==> config.mk <==
export PLATFORM = sky130hd
export DESIGN_NAME = ui_bus_arbiter
export DESIGN_NICKNAME = d
export VERILOG_FILES = /design/src/rtl/ui_bus_arbiter_pkg.sv /design/src/rtl/ui_bus_arbiter_rr_arbiter2.sv /design/src/rtl/ui_bus_arbiter.sv
export SDC_FILE = /design/constraint.sdc
export NUM_CORES = 1
export LEC_CHECK = 0
export CAP_MARGIN = 20
export CORE_MARGIN = 2
export CORE_UTILIZATION = 40
export DETAILED_ROUTE_END_ITERATION = 7
export PLACE_DENSITY_LB_ADDON = 0.25
export SLEW_MARGIN = 20
export SYNTH_ARGS = -nofsm -noshare
export SYNTH_HDL_FRONTEND = slang
export SYNTH_SLANG_ARGS = --single-unit
==> constraint.sdc <==
create_clock -name clk -period 2.1 [get_ports clk]
set_clock_uncertainty 0.2 [all_clocks]
set_input_delay 0.42 -clock clk [delete_from_list [all_inputs] [get_ports clk]]
set_output_delay 0.42 -clock clk [all_outputs]
set_load 0.02 [all_outputs]
==> src/rtl/ui_bus_arbiter_pkg.sv <==
// Shared encodings for the UI register-port arbiter: device selects, sequencer
// states and requester ids.
package ui_bus_arbiter_pkg;

  localparam logic [1:0] UI_KEY  = 2'd0;
  localparam logic [1:0] UI_SW   = 2'd1;
  localparam logic [1:0] UI_LEDR = 2'd2;
  localparam logic [1:0] UI_HEX  = 2'd3;

  typedef enum logic [1:0] {
    UIARB_IDLE  = 2'd0,
    UIARB_ISSUE = 2'd1,
    UIARB_RESP  = 2'd2
  } uiarb_state_t;

  typedef enum logic {
    UIARB_A = 1'b0,
    UIARB_B = 1'b1
  } uiarb_port_t;

  // KEY and SW are inputs only; only LEDR and HEX accept writes.
  function automatic logic dev_writable(input logic [1:0] dev);
    return (dev == UI_LEDR) || (dev == UI_HEX);
  endfunction

endpackage

==> src/rtl/ui_bus_arbiter_rr_arbiter2.sv <==
// Two-requester round-robin pick. Purely combinational; the caller keeps the
// last-grant history.
module rr_arbiter2
  import ui_bus_arbiter_pkg::*;
(
  input  logic        req_a,
  input  logic        req_b,
  input  uiarb_port_t last_grant,
  output uiarb_port_t grant_id,
  output logic        grant_vld
);

  always_comb begin
    grant_vld = req_a | req_b;
    grant_id  = UIARB_A;
    if (req_a && req_b) begin
      if (last_grant == UIARB_A) grant_id = UIARB_B;
      else                       grant_id = UIARB_A;
    end else if (req_b) begin
      grant_id = UIARB_B;
    end
  end

endmodule

==> src/rtl/ui_bus_arbiter.sv <==
// Shares the single UI controller register port between a CPU requester (A)
// and a debug requester (B), one transaction at a time.
//
// state | meaning
// IDLE  | waiting for a request; arbitrates and latches the winner's command
// ISSUE | command on the UI port; write strobed, read data captured at exit
// RESP  | winner's ack pulse
module ui_bus_arbiter
  import ui_bus_arbiter_pkg::*;
#(
  parameter int DBITS = 32
) (
  input  logic             clk,
  input  logic             reset,
  input  logic             a_req,
  input  logic             a_we,
  input  logic [1:0]       a_dev,
  input  logic [DBITS-1:0] a_wdata,
  output logic             a_ack,
  output logic             a_err,
  output logic [DBITS-1:0] a_rdata,
  input  logic             b_req,
  input  logic             b_we,
  input  logic [1:0]       b_dev,
  input  logic [DBITS-1:0] b_wdata,
  output logic             b_ack,
  output logic             b_err,
  output logic [DBITS-1:0] b_rdata,
  output logic             ui_wrtEn,
  output logic [1:0]       ui_dev,
  output logic [DBITS-1:0] ui_in,
  input  logic [DBITS-1:0] ui_out,
  output logic             busy
);

  uiarb_state_t     r_state;
  uiarb_port_t      r_win;
  uiarb_port_t      r_last_grant;
  logic             r_we;
  logic             r_a_ack, r_b_ack, r_a_err, r_b_err;
  logic [DBITS-1:0] r_a_rdata, r_b_rdata;
  logic             r_ui_wrtEn;
  logic [1:0]       r_ui_dev;
  logic [DBITS-1:0] r_ui_in;
  logic             r_busy;

  uiarb_port_t      w_grant_id;
  logic             w_grant_vld;
  logic             w_sel_we;
  logic [1:0]       w_sel_dev;
  logic [DBITS-1:0] w_sel_wdata;
  logic             w_wr_err;

  rr_arbiter2 u_rr (
    .req_a      (a_req),
    .req_b      (b_req),
    .last_grant (r_last_grant),
    .grant_id   (w_grant_id),
    .grant_vld  (w_grant_vld)
  );

  assign w_sel_we    = (w_grant_id == UIARB_B) ? b_we    : a_we;
  assign w_sel_dev   = (w_grant_id == UIARB_B) ? b_dev   : a_dev;
  assign w_sel_wdata = (w_grant_id == UIARB_B) ? b_wdata : a_wdata;

  // ui_dev holds the latched device for the whole transaction.
  assign w_wr_err = r_we && !dev_writable(r_ui_dev);

  always_ff @(posedge clk) begin
    if (reset) begin
      r_state      <= UIARB_IDLE;
      r_win        <= UIARB_A;
      r_last_grant <= UIARB_B;
      r_we         <= 1'b0;
      r_a_ack      <= 1'b0;
      r_b_ack      <= 1'b0;
      r_a_err      <= 1'b0;
      r_b_err      <= 1'b0;
      r_a_rdata    <= '0;
      r_b_rdata    <= '0;
      r_ui_wrtEn   <= 1'b0;
      r_ui_dev     <= 2'd0;
      r_ui_in      <= '0;
      r_busy       <= 1'b0;
    end else begin
      case (r_state)
        UIARB_IDLE: begin
          if (w_grant_vld) begin
            r_win        <= w_grant_id;
            r_last_grant <= w_grant_id;
            r_we         <= w_sel_we;
            r_ui_dev     <= w_sel_dev;
            r_ui_in      <= w_sel_wdata;
            r_ui_wrtEn   <= w_sel_we && dev_writable(w_sel_dev);
            r_busy       <= 1'b1;
            r_state      <= UIARB_ISSUE;
          end
        end
        UIARB_ISSUE: begin
          r_ui_wrtEn <= 1'b0;
          if (r_win == UIARB_A) begin
            if (!r_we) r_a_rdata <= ui_out;
            r_a_err <= w_wr_err;
            r_a_ack <= 1'b1;
          end else begin
            if (!r_we) r_b_rdata <= ui_out;
            r_b_err <= w_wr_err;
            r_b_ack <= 1'b1;
          end
          r_state <= UIARB_RESP;
        end
        UIARB_RESP: begin
          r_a_ack <= 1'b0;
          r_b_ack <= 1'b0;
          r_a_err <= 1'b0;
          r_b_err <= 1'b0;
          r_busy  <= 1'b0;
          r_state <= UIARB_IDLE;
        end
        default: r_state <= UIARB_IDLE;
      endcase
    end
  end

  // A reset arriving during RESP must cancel the ack already on the wire.
  assign a_ack    = r_a_ack & ~reset;
  assign b_ack    = r_b_ack & ~reset;
  assign a_err    = r_a_err;
  assign b_err    = r_b_err;
  assign a_rdata  = r_a_rdata;
  assign b_rdata  = r_b_rdata;
  assign ui_wrtEn = r_ui_wrtEn;
  assign ui_dev   = r_ui_dev;
  assign ui_in    = r_ui_in;
  assign busy     = r_busy;

endmodule

==> results of run 1 <==
==> worst register-to-register path: cells and delay by family (launching register included) <==
family | cells | cell delay [ps]
simple gates | 3 | 460
compound gates | 1 | 130
flops | 1 | 540
buf+inv | 1 | 350
==> kinds of logic after synthesis <==
group,Yosys count
simple gates,268
buf+inv,40
flops,109
compound gates,115
==> power by group through the flow <==
stage	combinational (µW)	clock, µW	sequential (µW)
finish	1100	1120	2290
global route	1190	1240	2310
CTS	1110	1150	2290
detailed placement	1110	0	2340
global placement	1090	0	2330
floorplan	359	0	2480
==> metal layers <==
metal,vias up,part of all wire
li1,2167,-
met1,1975,0.40
met2,172,0.50
met3,16,0.091
met4,0,0.016
met5,-,0
==> layout by cell type (no fill, tap or decap), types with 2 or more instances in the layout <==
cell / n
clkdlybuf4s50_1: 206
nor3_4: 2
nor3_1: 2
nand2_1: 205
clkbuf_8: 9
buf_12: 6
nand2b_1: 4
nor2_1: 45
buf_4: 14
clkinvlp_4: 3
dlygate4sd2_1: 2
clkinv_2: 2
a311oi_1: 35
a21oi_1: 70
o21ai_0: 6
nor2b_1: 6
dfxtp_1: 109
==> registers in the layout, summed over array words and instances, names as in the netlist, 2 cells and up <==
| name | flops |
|---|---|
| b_rdata | 32 |
| ui_dev | 2 |
| r_state | 2 |
| ui_in | 32 |
| a_rdata | 32 |
==> stage by stage <==
| step | std cells | TNS [ps] |
|---|---|---|
| floorplan | 532 | 0 |
| global placement | 857 | 0 |
| detailed placement | 857 | -427 |
| CTS | 872 | 0 |
| global route | 872 | 0 |
| finish | 872 | 0 |
==> repair_timing <==
item / CTS / global route
setup endpoints to repair: 2 / 0
resized for setup: 2 / 0
buffers inserted: 0 / 0
hold buffers: 0 / 0
==> final timing paths <==
check,from,end,slack (ps)
max,ui_dev[1],ui_dev[1],100
min reg2reg,b_rdata[0],b_rdata[0],260
max reg2reg,r_state[0],a_rdata[22],360
min,b_rdata[0],b_rdata[0],260
==> final cells by class <==
cell class                      instances  area, µm²  area share
Tap cell                              136        170      0.0257
Multi-Input combinational cell        383       1790       0.271
Clock inverter                          6       41.3     0.00624
Sequential cell                       109       2180       0.330
Inverter                                1       3.75    0.000567
Timing Repair Buffer                  228       2300       0.348
Clock buffer                            9        124      0.0187
==> flow_results.xml, run 1 <==
<?xml version="1.0" encoding="UTF-8"?>
<metrics>
  <group name="worst_setup_path">
    <metric name="ff2ff_path_depth" unit="">5</metric>
    <metric name="timing.critical_path.to_type" unit="">primary output</metric>
    <metric name="critical_path_depth" unit="">1</metric>
    <metric name="worst_path_fanout_max" unit="">3</metric>
    <metric name="crit_path_cell_trace" unit="">clkdlybuf4s50_1</metric>
    <metric name="critical_path_buf_inv_count" unit="">1</metric>
    <metric name="critPathRequiredTime" unit="ps">1480</metric>
    <metric name="arrival_time_worst_endpoint" unit="ps">1380</metric>
    <metric name="crit_path_launch_type" unit="">register</metric>
    <metric name="critical-path-top-delay-family" unit="">buffers and inverters</metric>
    <metric name="timing.critical_path.slowest_stage_cell" unit="">clkdlybuf4s50_1</metric>
    <metric name="path_type_of_the_worst_setup_path" unit="">register to primary output</metric>
    <metric name="slowest_delay" unit="ps">640</metric>
  </group>
  <group name="timing">
    <metric name="period_needed" unit="ps">2000</metric>
    <metric name="final.hold.worst_slack" unit="ps">257</metric>
    <metric name="least_margin_pin_slew" unit="ps">513</metric>
    <metric name="finalHoldViolCount" unit="">0</metric>
    <metric name="rsz_0062_raised_after_global_routing" unit="">false</metric>
    <metric name="layout_setup_ws" unit="ps">95.3</metric>
    <metric name="achievable-frequency" unit="MHz">499</metric>
    <metric name="timing.final.crit_share" unit="">0.955</metric>
    <metric name="slew_violations" unit="">0</metric>
    <metric name="timing.max_slew.rel_slack" unit="">0.657</metric>
    <metric name="final-setup-viol-count" unit="">0</metric>
  </group>
  <group name="placement">
    <metric name="place.port_buffers" unit="">209</metric>
    <metric name="placement.cell_area" unit="µm²">6460</metric>
    <metric name="place_congestion" unit="">0.729</metric>
    <metric name="pre_cts_slack" unit="ps">-54.5</metric>
    <metric name="detailed_place_hpwl" unit="µm">8940</metric>
  </group>
  <group name="cells_and_area">
    <metric name="design_area" unit="µm²">6620</metric>
    <metric name="antenna_cells_inserted" unit="">0</metric>
    <metric name="fillerInstances" unit="">859</metric>
    <metric name="syn2layout_area_growth" unit="%">59.9</metric>
    <metric name="fin_nets" unit="">838</metric>
    <metric name="fin_util" unit="">0.650</metric>
    <metric name="layout_cell_share_with_drive_strength_beyond_1" unit="">0.0530</metric>
  </group>
  <group name="synth">
    <metric name="synth_edf_count" unit="">0</metric>
    <metric name="post_synth_simple_gate_area" unit="">0.258</metric>
    <metric name="dominant_combinational_cell_family_by_area_after_synthesis" unit="">simple AND/OR/NAND/NOR gates</metric>
    <metric name="yosysTopAreaCell" unit="">dfxtp_1</metric>
    <metric name="yosys_most_used_dff" unit="">dfxtp_1</metric>
    <metric name="postSynthRegisterBits" unit="">109</metric>
    <metric name="syn-cell-area" unit="µm²">4140</metric>
    <metric name="post_synth_xor_area_fraction" unit="">0</metric>
    <metric name="synth_seq_area_share" unit="">0.527</metric>
    <metric name="adder_and_majority_cell_fraction_of_the_synthesized_area" unit="">0</metric>
    <metric name="synth_top_area_share" unit="">0.527</metric>
    <metric name="ys_warn_count" unit="">0</metric>
    <metric name="asyncSetResetFlopFracSynth" unit="">0</metric>
    <metric name="yosys-top-cells-area" unit="">dfxtp_1, nand2_1, a21oi_1</metric>
    <metric name="synth_compound_area_frac" unit="">0.174</metric>
    <metric name="mux_share_of_post_synthesis_cell_area" unit="">0</metric>
    <metric name="postSynthNetCount" unit="">638</metric>
    <metric name="synth.avg_cell_area" unit="µm²">7.78</metric>
    <metric name="yosys.cell_count.top_type" unit="">nand2_1</metric>
    <metric name="netlist-cell-type-count" unit="">22</metric>
    <metric name="synth_top_cells_by_count" unit="">nand2_1, dfxtp_1, a21oi_1, nor2_1, a311oi_1</metric>
    <metric name="synthesis.instances" unit="">532</metric>
  </group>
  <group name="global_route">
    <metric name="grt_pass1_vias" unit="">4095</metric>
    <metric name="gr-max-usage-layer" unit="">met2</metric>
    <metric name="grt_use_met2" unit="">0.375</metric>
    <metric name="met1_usage" unit="">0.239</metric>
    <metric name="wire_length_of_the_first_global_routing_pass" unit="µm">19100</metric>
    <metric name="grt_antenna_before_repair" unit="">0</metric>
    <metric name="grt.met3_usage" unit="">0.0717</metric>
    <metric name="grt_start_max_net_pins" unit="">53</metric>
    <metric name="grt_total_ovfl" unit="">0</metric>
    <metric name="globalRouteTotalUtil" unit="">0.211</metric>
  </group>
  <group name="routing">
    <metric name="wirelength" unit="µm">12300</metric>
    <metric name="first_iteration_detailed_routing_drc_count" unit="">258</metric>
    <metric name="num_vias" unit="">4330</metric>
    <metric name="detail_route.first_pass.iterations" unit="">4</metric>
    <metric name="route.detailed.vias_per_inst" unit="">4.97</metric>
    <metric name="post_drt_wl_per_cell" unit="µm">14.1</metric>
    <metric name="final_antenna_net_count" unit="">0</metric>
    <metric name="remaining_drc_errors" unit="">0</metric>
  </group>
  <group name="worst_hold_path">
    <metric name="min-delay-path-class" unit="">register to register</metric>
    <metric name="min_delay_path_depth" unit="">2</metric>
  </group>
  <group name="pwr">
    <metric name="clock_share_of_power" unit="">0.247</metric>
    <metric name="switching_share" unit="">0.293</metric>
    <metric name="comb_power_share" unit="">0.245</metric>
    <metric name="total_leakage_power" unit="µW">0.00239</metric>
    <metric name="total_power" unit="µW">4510</metric>
    <metric name="powerDensity" unit="nW/µm²">681</metric>
    <metric name="vdd.ir_drop.worst" unit="mV">0.331</metric>
    <metric name="netSwitchingPower" unit="µW">1320</metric>
    <metric name="p_int" unit="µW">3190</metric>
    <metric name="p_seq_frac" unit="">0.508</metric>
  </group>
  <group name="run_status">
    <metric name="status" unit="">finished, final reports clean</metric>
  </group>
  <group name="die">
    <metric name="core-area" unit="µm²">10200</metric>
    <metric name="start_util" unit="">0.406</metric>
    <metric name="design.portCount" unit="">210</metric>
    <metric name="die_height" unit="µm">106</metric>
    <metric name="die_x" unit="µm">106</metric>
    <metric name="core.rowCount" unit="">37</metric>
    <metric name="design.die.area" unit="µm²">11200</metric>
  </group>
  <group name="clock_network">
    <metric name="clock_tree.buffer_depth" unit="">2</metric>
    <metric name="tritoncts" unit="">yes</metric>
    <metric name="ctsHtreeMaxLevel" unit="">3</metric>
    <metric name="tritoncts.num_buffers" unit="">9</metric>
    <metric name="cts.clk_slew.worst_paths" unit="ps">90</metric>
    <metric name="worst_skew_pair.late_latency" unit="ps">350</metric>
    <metric name="root_buffer" unit="">clkbuf_8</metric>
    <metric name="cts.sinks" unit="">109</metric>
  </group>
  <group name="run">
    <metric name="max-cap-violations" unit="">0</metric>
  </group>
</metrics>
Power figures use the tool's default switching activity.
==> run 2: changes to the inputs <==
--- a/config.mk
+++ b/config.mk
@@ -6,8 +6,10 @@
 export NUM_CORES = 1
 export LEC_CHECK = 0
 export CAP_MARGIN = 20
+export CELL_PAD_IN_SITES_DETAIL_PLACEMENT = 0
+export CELL_PAD_IN_SITES_GLOBAL_PLACEMENT = 2
 export CORE_MARGIN = 2
-export CORE_UTILIZATION = 40
+export CORE_UTILIZATION = 21
 export DETAILED_ROUTE_END_ITERATION = 7
 export PLACE_DENSITY_LB_ADDON = 0.25
 export SLEW_MARGIN = 20
==> run 2 against run 1 <==
  * Count of clock-buffer cells in the layout rose by 3
  * Critical path type unchanged
  * Global-route usage is 7.6 points lower
  * Routed wire length rose by 15%
  * Critical endpoint unchanged
  * Combinational power barely moved
  * Maximum frequency is 1.0% higher
  * Via count down 1.2%
  * First-iteration DRC count shrank 45%
  * Critical path depth unchanged
  * Cell area is 4.3% higher
  * Sequential cell count unchanged
==> flow_results.xml, run 2 (synthesis results as in run 1) <==
<?xml version="1.0" encoding="UTF-8"?>
<metrics>
  <group name="worst_setup_path">
    <metric name="worst_r2r_src" unit="">r_state[0]</metric>
    <metric name="setup.worst_path.start" unit="">ui_dev[1]</metric>
    <metric name="crit_path_launch_type" unit="">register</metric>
    <metric name="critical-path-top-delay-family" unit="">buffers and inverters</metric>
    <metric name="timing.critical_path.slowest_stage_cell" unit="">clkdlybuf4s50_1</metric>
    <metric name="worst_path_fanout_max" unit="">3</metric>
    <metric name="critPathRequiredTime" unit="ps">1480</metric>
    <metric name="regToRegSetupSlack" unit="ps">380</metric>
    <metric name="ff2ff_path_depth" unit="">5</metric>
    <metric name="critical_path_buf_inv_count" unit="">1</metric>
    <metric name="path_type_of_the_worst_setup_path" unit="">register to primary output</metric>
    <metric name="arrival_time_worst_endpoint" unit="ps">1360</metric>
    <metric name="crit_path_cell_trace" unit="">clkdlybuf4s50_1</metric>
    <metric name="reg2reg_to" unit="">a_rdata[19]</metric>
    <metric name="critical_path_depth" unit="">1</metric>
    <metric name="slowest_delay" unit="ps">660</metric>
    <metric name="timing.critical_path.to_type" unit="">primary output</metric>
    <metric name="worstSetupEndpoint" unit="">ui_dev[1]</metric>
  </group>
  <group name="pwr">
    <metric name="total_leakage_power" unit="µW">0.00245</metric>
    <metric name="vdd.ir_drop.worst" unit="mV">0.354</metric>
    <metric name="powerDensity" unit="nW/µm²">743</metric>
  </group>
  <group name="timing">
    <metric name="achievable-frequency" unit="MHz">504</metric>
    <metric name="rsz_0062_raised_after_global_routing" unit="">false</metric>
    <metric name="layout_setup_ws" unit="ps">116</metric>
    <metric name="least_margin_pin_slew" unit="ps">677</metric>
    <metric name="period_needed" unit="ps">1980</metric>
    <metric name="finalHoldViolCount" unit="">0</metric>
    <metric name="timing.final.crit_share" unit="">0.945</metric>
    <metric name="timing.max_slew.rel_slack" unit="">0.549</metric>
    <metric name="final.hold.worst_slack" unit="ps">253</metric>
    <metric name="slew_violations" unit="">0</metric>
    <metric name="final-setup-viol-count" unit="">0</metric>
  </group>
  <group name="die">
    <metric name="design.portCount" unit="">210</metric>
    <metric name="die_height" unit="µm">144</metric>
    <metric name="start_util" unit="">0.213</metric>
    <metric name="design.die.area" unit="µm²">20800</metric>
    <metric name="core.rowCount" unit="">51</metric>
    <metric name="core-area" unit="µm²">19400</metric>
    <metric name="die_x" unit="µm">144</metric>
  </group>
  <group name="placement">
    <metric name="place.port_buffers" unit="">209</metric>
    <metric name="pre_cts_slack" unit="ps">-119</metric>
    <metric name="place.detailed.instances" unit="">984</metric>
    <metric name="detailed_place_hpwl" unit="µm">9840</metric>
    <metric name="place_congestion" unit="">0.773</metric>
  </group>
  <group name="cells_and_area">
    <metric name="mostFrequentLayoutCell" unit="">clkdlybuf4s50_1</metric>
    <metric name="multiInputGateArea" unit="µm²">1790</metric>
    <metric name="fillerInstances" unit="">2047</metric>
    <metric name="syn2layout_area_growth" unit="%">66.9</metric>
    <metric name="final_cell_mix" unit="">clkdlybuf4s50_1, nand2_1, dfxtp_1</metric>
    <metric name="final_cell_count_no_fill" unit="">1000</metric>
    <metric name="layout.area.seq" unit="µm²">2180</metric>
    <metric name="antenna_cells_inserted" unit="">0</metric>
    <metric name="fin_nets" unit="">836</metric>
    <metric name="layout_cell_share_with_drive_strength_beyond_1" unit="">0.0490</metric>
  </group>
  <group name="clock_network">
    <metric name="root_buffer" unit="">clkbuf_16</metric>
    <metric name="worst_skew_pair.late_latency" unit="ps">340</metric>
    <metric name="cts.sinks" unit="">109</metric>
    <metric name="cts.clk_slew.worst_paths" unit="ps">70</metric>
    <metric name="ctsHtreeMaxLevel" unit="">3</metric>
    <metric name="clock_tree.buffer_depth" unit="">2</metric>
    <metric name="tritoncts.num_buffers" unit="">9</metric>
    <metric name="tritoncts" unit="">yes</metric>
    <metric name="holdBufCountCts" unit="">0</metric>
  </group>
  <group name="global_route">
    <metric name="grt_start_max_net_pins" unit="">63</metric>
    <metric name="grt_pass1_vias" unit="">4348</metric>
    <metric name="grt_total_ovfl" unit="">0</metric>
    <metric name="wire_length_of_the_first_global_routing_pass" unit="µm">22000</metric>
    <metric name="grt_antenna_before_repair" unit="">1</metric>
    <metric name="globalRouteTotalUtil" unit="">0.136</metric>
  </group>
  <group name="routing">
    <metric name="wirelength" unit="µm">14100</metric>
    <metric name="first_iteration_detailed_routing_drc_count" unit="">141</metric>
    <metric name="detail_route.first_pass.iterations" unit="">4</metric>
    <metric name="num_vias" unit="">4280</metric>
    <metric name="final_antenna_net_count" unit="">0</metric>
    <metric name="post_drt_wl_per_cell" unit="µm">14.1</metric>
    <metric name="remaining_drc_errors" unit="">0</metric>
    <metric name="route.detailed.vias_per_inst" unit="">4.28</metric>
  </group>
  <group name="run_status">
    <metric name="status" unit="">finished, final reports clean</metric>
  </group>
  <group name="worst_hold_path">
    <metric name="min-delay-path-class" unit="">register to register</metric>
  </group>
  <group name="run">
    <metric name="max-cap-violations" unit="">0</metric>
  </group>
</metrics>
==> run 2: worst min-delay path, stage by stage, from the launching register on <==
cell and delay, ps:
dfxtp_1 310, nand2_1 50, a21oi_1 50
==> run 2: power by group <==
| group | switching [µW] | internal (µW) |
|---|---|---|
| Clock | 768 | 956 |
| Combinational | 553 | 560 |
| Sequential | 88.6 | 2210 |
| Total | 1410 | 3720 |
==> run 2: area by class of cell <==
type	instances	share of cell area
Multi-Input combinational cell	383	0.260
Sequential cell	109	0.316
Clock inverter	4	0.00688
Timing Repair Buffer	226	0.333
Inverter	1	0.000543
Clock buffer	12	0.0357
Tap cell	265	0.0480
==> run 2: worst min path at each step <==
stage	startpoint	end	slack [ps]	cells after the start
floorplan	r_a_ack	r_a_ack	250	2
global placement	b_rdata[5]	b_rdata[5]	240	2
detailed placement	a_rdata[6]	a_rdata[6]	250	2
CTS	a_rdata[6]	a_rdata[6]	260	2
global route	a_rdata[14]	a_rdata[14]	270	2
finish	a_rdata[5]	a_rdata[5]	250	2
==> run 2: per-layer routing <==
layer | track usage | up-vias | part of all wire
met1 | 0.167 | 1945 | 0.45
li1 | - | 2166 | -
met3 | 0.0563 | 14 | 0.099
met2 | 0.215 | 153 | 0.44
met5 | 0 | - | 0.00085
met4 | 0.0460 | 2 | 0.013
==> run 2: per-stage QoR <==
step	total power (µW)	util	TNS, ps	instance area, µm²
after CTS	5250	0.356	0	6910
after floorplan	2840	-	0	4140
after global routing	5420	0.356	0	6910
after global placement	3460	0.341	-46.6	6620
after detailed placement	3470	0.341	-1760	6620
final	5130	0.356	0	6910
==> run 2: timing repair <==
action                                  CTS  global route
setup buffers                             0             0
endpoints found under the setup margin    2             0
gates resized for setup                   2             0
